$ cat config.mk
export PLATFORM = sky130hd
export DESIGN_NAME = engine_arbiter
export DESIGN_NICKNAME = d
export VERILOG_FILES = /design/src/rtl/engine_arbiter.sv
export SDC_FILE = /design/constraint.sdc
export NUM_CORES = 1
export LEC_CHECK = 0
export ABC_AREA = 0
export CAP_MARGIN = 20
export CORE_UTILIZATION = 41
export DETAILED_ROUTE_END_ITERATION = 8
export PLACE_DENSITY_LB_ADDON = 0.1
export SLEW_MARGIN = 5
export SYNTH_ARGS = -nofsm -noshare
export SYNTH_HDL_FRONTEND = slang
export SYNTH_SLANG_ARGS = --single-unit
export TNS_END_PERCENT = 1
$ cat constraint.sdc
create_clock -name clock -period 2.66 [get_ports clock]
set_clock_uncertainty 0.1 [all_clocks]
set_input_delay 0.266 -clock clock [delete_from_list [all_inputs] [get_ports clock]]
set_output_delay 0.266 -clock clock [all_outputs]
set_load 0.02 [all_outputs]
$ cat src/rtl/engine_arbiter.sv
// Two-client round-robin arbiter in front of one start/done compute engine.
// Optional watchdog abort of a hung engine transaction: define ENGINE_TIMEOUT_EN.
module engine_arbiter #(
    parameter int W       = 8,
    parameter int TIMEOUT = 15
) (
    input  logic         clock,
    input  logic         reset,
    input  logic         req0,
    input  logic         req1,
    input  logic [W-1:0] opnd0,
    input  logic [W-1:0] opnd1,
    output logic         gnt0,
    output logic         gnt1,
    output logic         done0,
    output logic         done1,
    output logic [W-1:0] result,
    output logic         err,
    output logic         eng_start,
    output logic [W-1:0] eng_opnd,
    input  logic         eng_done,
    input  logic [W-1:0] eng_result
);

    typedef enum logic [1:0] {IDLE, START, WAIT, RESP} state_e;

    state_e         state_q, state_d;
    logic           sel_q, sel_d;     // served requester: 0 -> req0, 1 -> req1
    logic           ptr_q, ptr_d;     // requester favoured on a tie
    logic [W-1:0]   result_q, result_d;
    logic [W-1:0]   opnd_q, opnd_d;
    logic           pick;

    assign pick = (req0 && req1) ? ptr_q : !req0;

`ifdef ENGINE_TIMEOUT_EN
    localparam logic [7:0] TO_LAST = 8'(TIMEOUT - 1);
    logic [7:0] cnt_q, cnt_d;
    logic       abort_q, abort_d;
`endif

    always_comb begin
        state_d  = state_q;
        sel_d    = sel_q;
        ptr_d    = ptr_q;
        result_d = result_q;
        opnd_d   = opnd_q;
`ifdef ENGINE_TIMEOUT_EN
        cnt_d    = cnt_q;
        abort_d  = abort_q;
`endif
        case (state_q)
            IDLE: begin
                if (req0 || req1) begin
                    sel_d   = pick;
                    opnd_d  = pick ? opnd1 : opnd0;
                    state_d = START;
                end
            end
            START: begin
                state_d = WAIT;
`ifdef ENGINE_TIMEOUT_EN
                cnt_d   = 8'd0;
                abort_d = 1'b0;
`endif
            end
            WAIT: begin
                // A completion in the expiry cycle still wins over the abort.
                if (eng_done) begin
                    result_d = eng_result;
                    state_d  = RESP;
                end
`ifdef ENGINE_TIMEOUT_EN
                else if (cnt_q == TO_LAST) begin
                    result_d = '0;
                    abort_d  = 1'b1;
                    state_d  = RESP;
                end else begin
                    cnt_d = cnt_q + 8'd1;
                end
`endif
            end
            RESP: begin
                ptr_d   = ~sel_q;
                state_d = IDLE;
            end
            default: state_d = IDLE;
        endcase
    end

    always_ff @(posedge clock or posedge reset) begin
        if (reset) begin
            state_q  <= IDLE;
            sel_q    <= 1'b0;
            ptr_q    <= 1'b0;
            result_q <= '0;
            opnd_q   <= '0;
        end else begin
            state_q  <= state_d;
            sel_q    <= sel_d;
            ptr_q    <= ptr_d;
            result_q <= result_d;
            opnd_q   <= opnd_d;
        end
    end

`ifdef ENGINE_TIMEOUT_EN
    always_ff @(posedge clock or posedge reset) begin
        if (reset) begin
            cnt_q   <= 8'd0;
            abort_q <= 1'b0;
        end else begin
            cnt_q   <= cnt_d;
            abort_q <= abort_d;
        end
    end

    assign err = abort_q && (state_q == RESP);
`else
    assign err = 1'b0;
`endif

    // All outputs decode from registered state only.
    assign gnt0      = (state_q != IDLE) && !sel_q;
    assign gnt1      = (state_q != IDLE) &&  sel_q;
    assign done0     = (state_q == RESP) && !sel_q;
    assign done1     = (state_q == RESP) &&  sel_q;
    assign eng_start = (state_q == START);
    assign eng_opnd  = opnd_q;
    assign result    = result_q;

endmodule

# Word-level counts from Yosys, hierarchy flattened
# Index checks and enable logic that the tools add are counted.
# W data, S select, Z words.
[op_classes]
n_addsub = 0
multipliers = 0
div_mod_pow = 0
n_lt_le_gt_ge = 0
eq_ne = 5
shifts = 0
mux = 5
n_bitwise = 1
n_reduce_logical = 13
[op_table]
columns = ["operator", "count"]
rows = [
  ["$mux W8", 1],
  ["$pmux W2 S4", 1],
  ["$reduce_and A2 Y1", 3],
  ["$logic_and A1 B1 Y1", 5],
  ["$eq A2 B2 Y1 const B", 2],
  ["$mux W2", 2],
  ["$ne A2 B2 Y1 const B", 2],
  ["$eq A2 B1 Y1 const B", 1],
  ["$logic_not A1 Y1", 2],
  ["$logic_not A2 Y1", 1],
  ["$reduce_bool A2 Y1", 1],
  ["$logic_or A1 B1 Y1", 1],
  ["$mux W1", 1],
  ["$not A1 Y1", 1],
]
[word_totals]
reg_bits = 20
latchBits = 0
ram_bits = 0
rom_bits = 0
output_inout_bits = 22
wordCells = 29
mem_count = 0

# Longest topological paths before layout
[depth]
word_depth = 3
ltp_mapped = 7
depth_no_buf = 5

# Worst setup path after synthesis
# Ideal clock, no wire load.
[synth_timing]
path_type = "reg2reg"
startpoint = "reg state_q[0]"
endpoint = "reg state_q[1]"
setup_time_ns = 0.125
arrival_ns = 1.328
t_required_ns = 2.435
path_slack_ns = 1.108
path_stages_with_launch = 6
n_path_buf = 0
cell_sequence = "dfrtp_1 -> inv_1 -> ha_1 -> nor3b_2 -> a21oi_1 -> mux2_2"
[synth_via]
elab_chain_cells = 3
elab_cells_between_ends = 8
cone_classes = "5 x eq/ne; 1 x mux; 2 x reduce/logical"
[synth_rtl]
columns = ["item", "line_no", "text"]
rows = [
  ["start, declared", "27", "state_e state_q, state_d;"],
  ["start signal, assigned", "99", "state_q <= state_d;"],
  ["$eq A2 B2 Y1 or $logic_not A2 Y1 (tied branches)", "52", "case (state_q)"],
  ["$ne A2 B2 Y1 (no line)", "--", ""],
  ["$reduce_and A2 Y1 (no line)", "--", ""],
]
# Several ways; a longest one is shown, not always the timed one.
# A chain may end at the register's enable or synchronous reset.

# Final worst setup path
[layout_timing]
startpoint = "reg state_q[0]"
endpoint = "out gnt1"
[layout_via]
elab_chain_cells = 2
[layout_rtl]
columns = ["item", "line_no", "text"]
rows = [
  ["$reduce_bool A2 Y1", "125", "assign gnt1 = (state_q != IDLE) && sel_q;"],
  ["$logic_and A1 B1 Y1", "125", ""],
  ["end, declared", "14", "output logic gnt1,"],
]
# Every way passes these cells.

==> results.yml <==
outcome:
  outcome: "finished clean"
clocking:
  cts_sinks: 20
  clockRootBuffer: "clkbuf_4"
  htree_levels: 1
  clk_pin_slew_ns: 0.10
  cts_tree: "done"
  cts_buffers: 3
  hold_buffers: 0
  ctsResizeCount: 0
  cts_setup_buffers: 0
  clk_path_buf_depth: 2
  insertion_delay_ns: 0.30
setup_path:
  cp_slowest_cell: "clkdlybuf4s50_1"
  cp_max_fo: 5
  reg2reg_from: "state_q[0]$_DFFE_PP0P_"
  path_cells: "inv_1 -> ha_1 -> nor2b_1 -> clkdlybuf4s50_1"
  start_kind: "flop"
  critical_path_required_ns: 2.29
  max_stage_delay_ns: 0.61
  worst-r2r-setup-slack_ns: 0.96
  r2r-end: "eng_opnd[4]$_DFFE_PP0P_"
  worst_setup_path_end_kind: "output pin"
  rr_worst_depth: 5
  crit_arrival_ns: 1.80
  critPathKind: "flop to output pin"
drt:
  via_count: 796
  route.detailed.wl_per_inst_um: 12.47
  wl_um: 2070
  firstDrtPassIters: 4
  vias_per_cell: 4.795
  ant_nets: 0
  drc: 0
  drtIter0Drc: 6
yosys:
  synth_top_family_by_area: "simple AND/OR/NAND/NOR gates"
  yosysWarningCount: 0
  synth_area_um2: 965.9
  synth_top_area_share_pct: 51.81
  synthTopCellsByArea: "dfrtp_1 52%, mux2_2 10%, nand2_1 6.6%, ha_1 6.5%, a31oi_1 5.2%"
  synth_seq_cells: 20
  synth_top_area_cell: "dfrtp_1"
  synth_compound_area_share_pct: 10.23
  synthCells: 90
  synth_commonest_cells: "20 x dfrtp_1, 17 x nand2_1, 12 x nor2_1"
  synthMuxAreaShare_pct: 10.49
  synth_edf_count: 0
  syn_nets: 124
  synthArstFlopShare_pct: 100.0
  synth_fa_ha_area_share_pct: 6.477
  synth_most_common_cell: "dfrtp_1"
  synth_xor_area_share_pct: 0
  synthSimpleGateAreaFrac_pct: 14.51
  ys_types: 20
  ys.flop_type: "dfrtp_1"
  avgSynthCellArea_um2: 10.73
  yosysSeqAreaShare_pct: 51.81
placed_design:
  dp_hpwl_um: 1566
  gp_congestion: 0.7017
  placed_cell_area_um2: 1448
  preCtsSetupSlack_ns: 0.8204
  placement.io_buffers: 49
timing:
  fin_crit_sh_pct: 81.52
  min_period_ns: 2.168
  hold_violations: 0
  slew_headroom_pct: 50.73
  maxSlewViolCount: 0
  clock.fmax_ghz: 0.4612
  worst_slew_pin_slew_ns: 0.7383
  setup_violations: 0
  fin_setup_tns_ns: 0
  hold_ws_ns: 0.2922
  rsz0062_at_grt: "false"
  setup_ws_ns: 0.4915
floorplan:
  io_pins: 51
  die_h_um: 50.54
  core_area_um2: 2212
  die_area_um2: 2554
  initial_core_util_pct: 43.67
  die_x_um: 50.54
  core.rowCount: 17
grt:
  grt_pass1_vias: 799
  antenna_found_initial: 0
  grt_usage_pct: 18.69
  grt_start_max_net_pins: 21
  grt_overflow: 0
  grt_pass1_wl_um: 3456
power:
  p_leak_uw: 0.0006278
  peakVddDrop_v: 0.0006492
  total_power_uw: 1648
  p_per_area_nw_per_um2: 1121
flow_run:
  maxCapViolCount: 0
cells_and_area:
  drive_above_1_share_pct: 10.87
  layout.nets: 174
  syn_to_final_growth_pct: 52.20
  antenna_cells: 0
  final_cell_area_um2: 1470
worst_hold_path:
  hold_class: "input port to asynchronous set/reset pin"
cells by family (layout without fill, tap and decap cells):
| kind of cell | count (synthesis) | after routing |
|---|---|---|
| buf+inv | 8 | 56 |
| compound gates | 14 | 14 |
| other cells | 1 | 1 |
| simple gates | 33 | 33 |
| flops | 20 | 20 |
| fa+ha+maj | 5 | 5 |
| mux | 9 | 9 |
critical path, delay by kind of cell (launching register included):
family / cells / cell delay (ns)
buf+inv: 2 / 0.71
simple gates: 1 / 0.12
flops: 1 / 0.42
fa+ha+maj: 1 / 0.26
metrics by stage:
step	utilization (%)	instances
final	66.46	166
after global placement	65.44	163
after floorplan	-	90
after global routing	66.46	166
after CTS	66.46	166
after detailed placement	65.44	163
how the worst max path moves through the flow:
stage | start | end | depth (start not counted)
finish | state_q[0]$_DFFE_PP0P_ | gnt1 | 4
floorplan | state_q[0]$_DFFE_PP0P_ | state_q[1]$_DFFE_PP0P_ | 5
detailed placement | state_q[0]$_DFFE_PP0P_ | gnt1 | 4
global route | state_q[0]$_DFFE_PP0P_ | gnt1 | 4
global placement | state_q[0]$_DFFE_PP0P_ | gnt1 | 4
CTS | state_q[0]$_DFFE_PP0P_ | gnt1 | 4
cell type report:
class / count / area [µm²]
Clock buffer: 3 / 22.52
Multi-Input combinational cell: 62 / 406.6
Inverter: 4 / 15.01
Fill cell: 200 / 742.0
Sequential cell: 20 / 500.5
Timing Repair Buffer: 49 / 490.5
Tap cell: 28 / 35.03
cell usage in the layout (no fill, tap or decap):
cell	n
nor2_1	12
nor3b_2	1
mux2_2	9
clkbuf_4	3
dfrtp_1	20
a31oi_1	8
o32a_1	1
nor2b_1	2
ha_1	5
clkdlybuf4s50_1	49
o21a_1	1
conb_1	1
a21boi_2	1
and2_1	1
a21bo_2	1
a21oi_1	2
inv_1	4
nand2_1	17
power breakdown:
part           internal [µW]  switching [µW]
sequential               461            89.5
combinational            492             467
clock                   52.8            86.3
layer usage:
layer | global-route usage (%) | wire length (µm) | up-vias | share of wire, %
met3 | 6.667 | 154 | 4 | 7.4
met2 | 29.33 | 965 | 28 | 47
li1 | - | - | 394 | -
met4 | 8.333 | 31 | 0 | 1.5
met5 | 0 | 0 | - | 0
met1 | 22.96 | 918 | 370 | 44
flip-flops by register name (all words and copies together) (netlist names):
name,count
result,8
ptr_q,1
sel_q,1
eng_opnd,8
state_q,2
(Power assumes the default switching activity.)
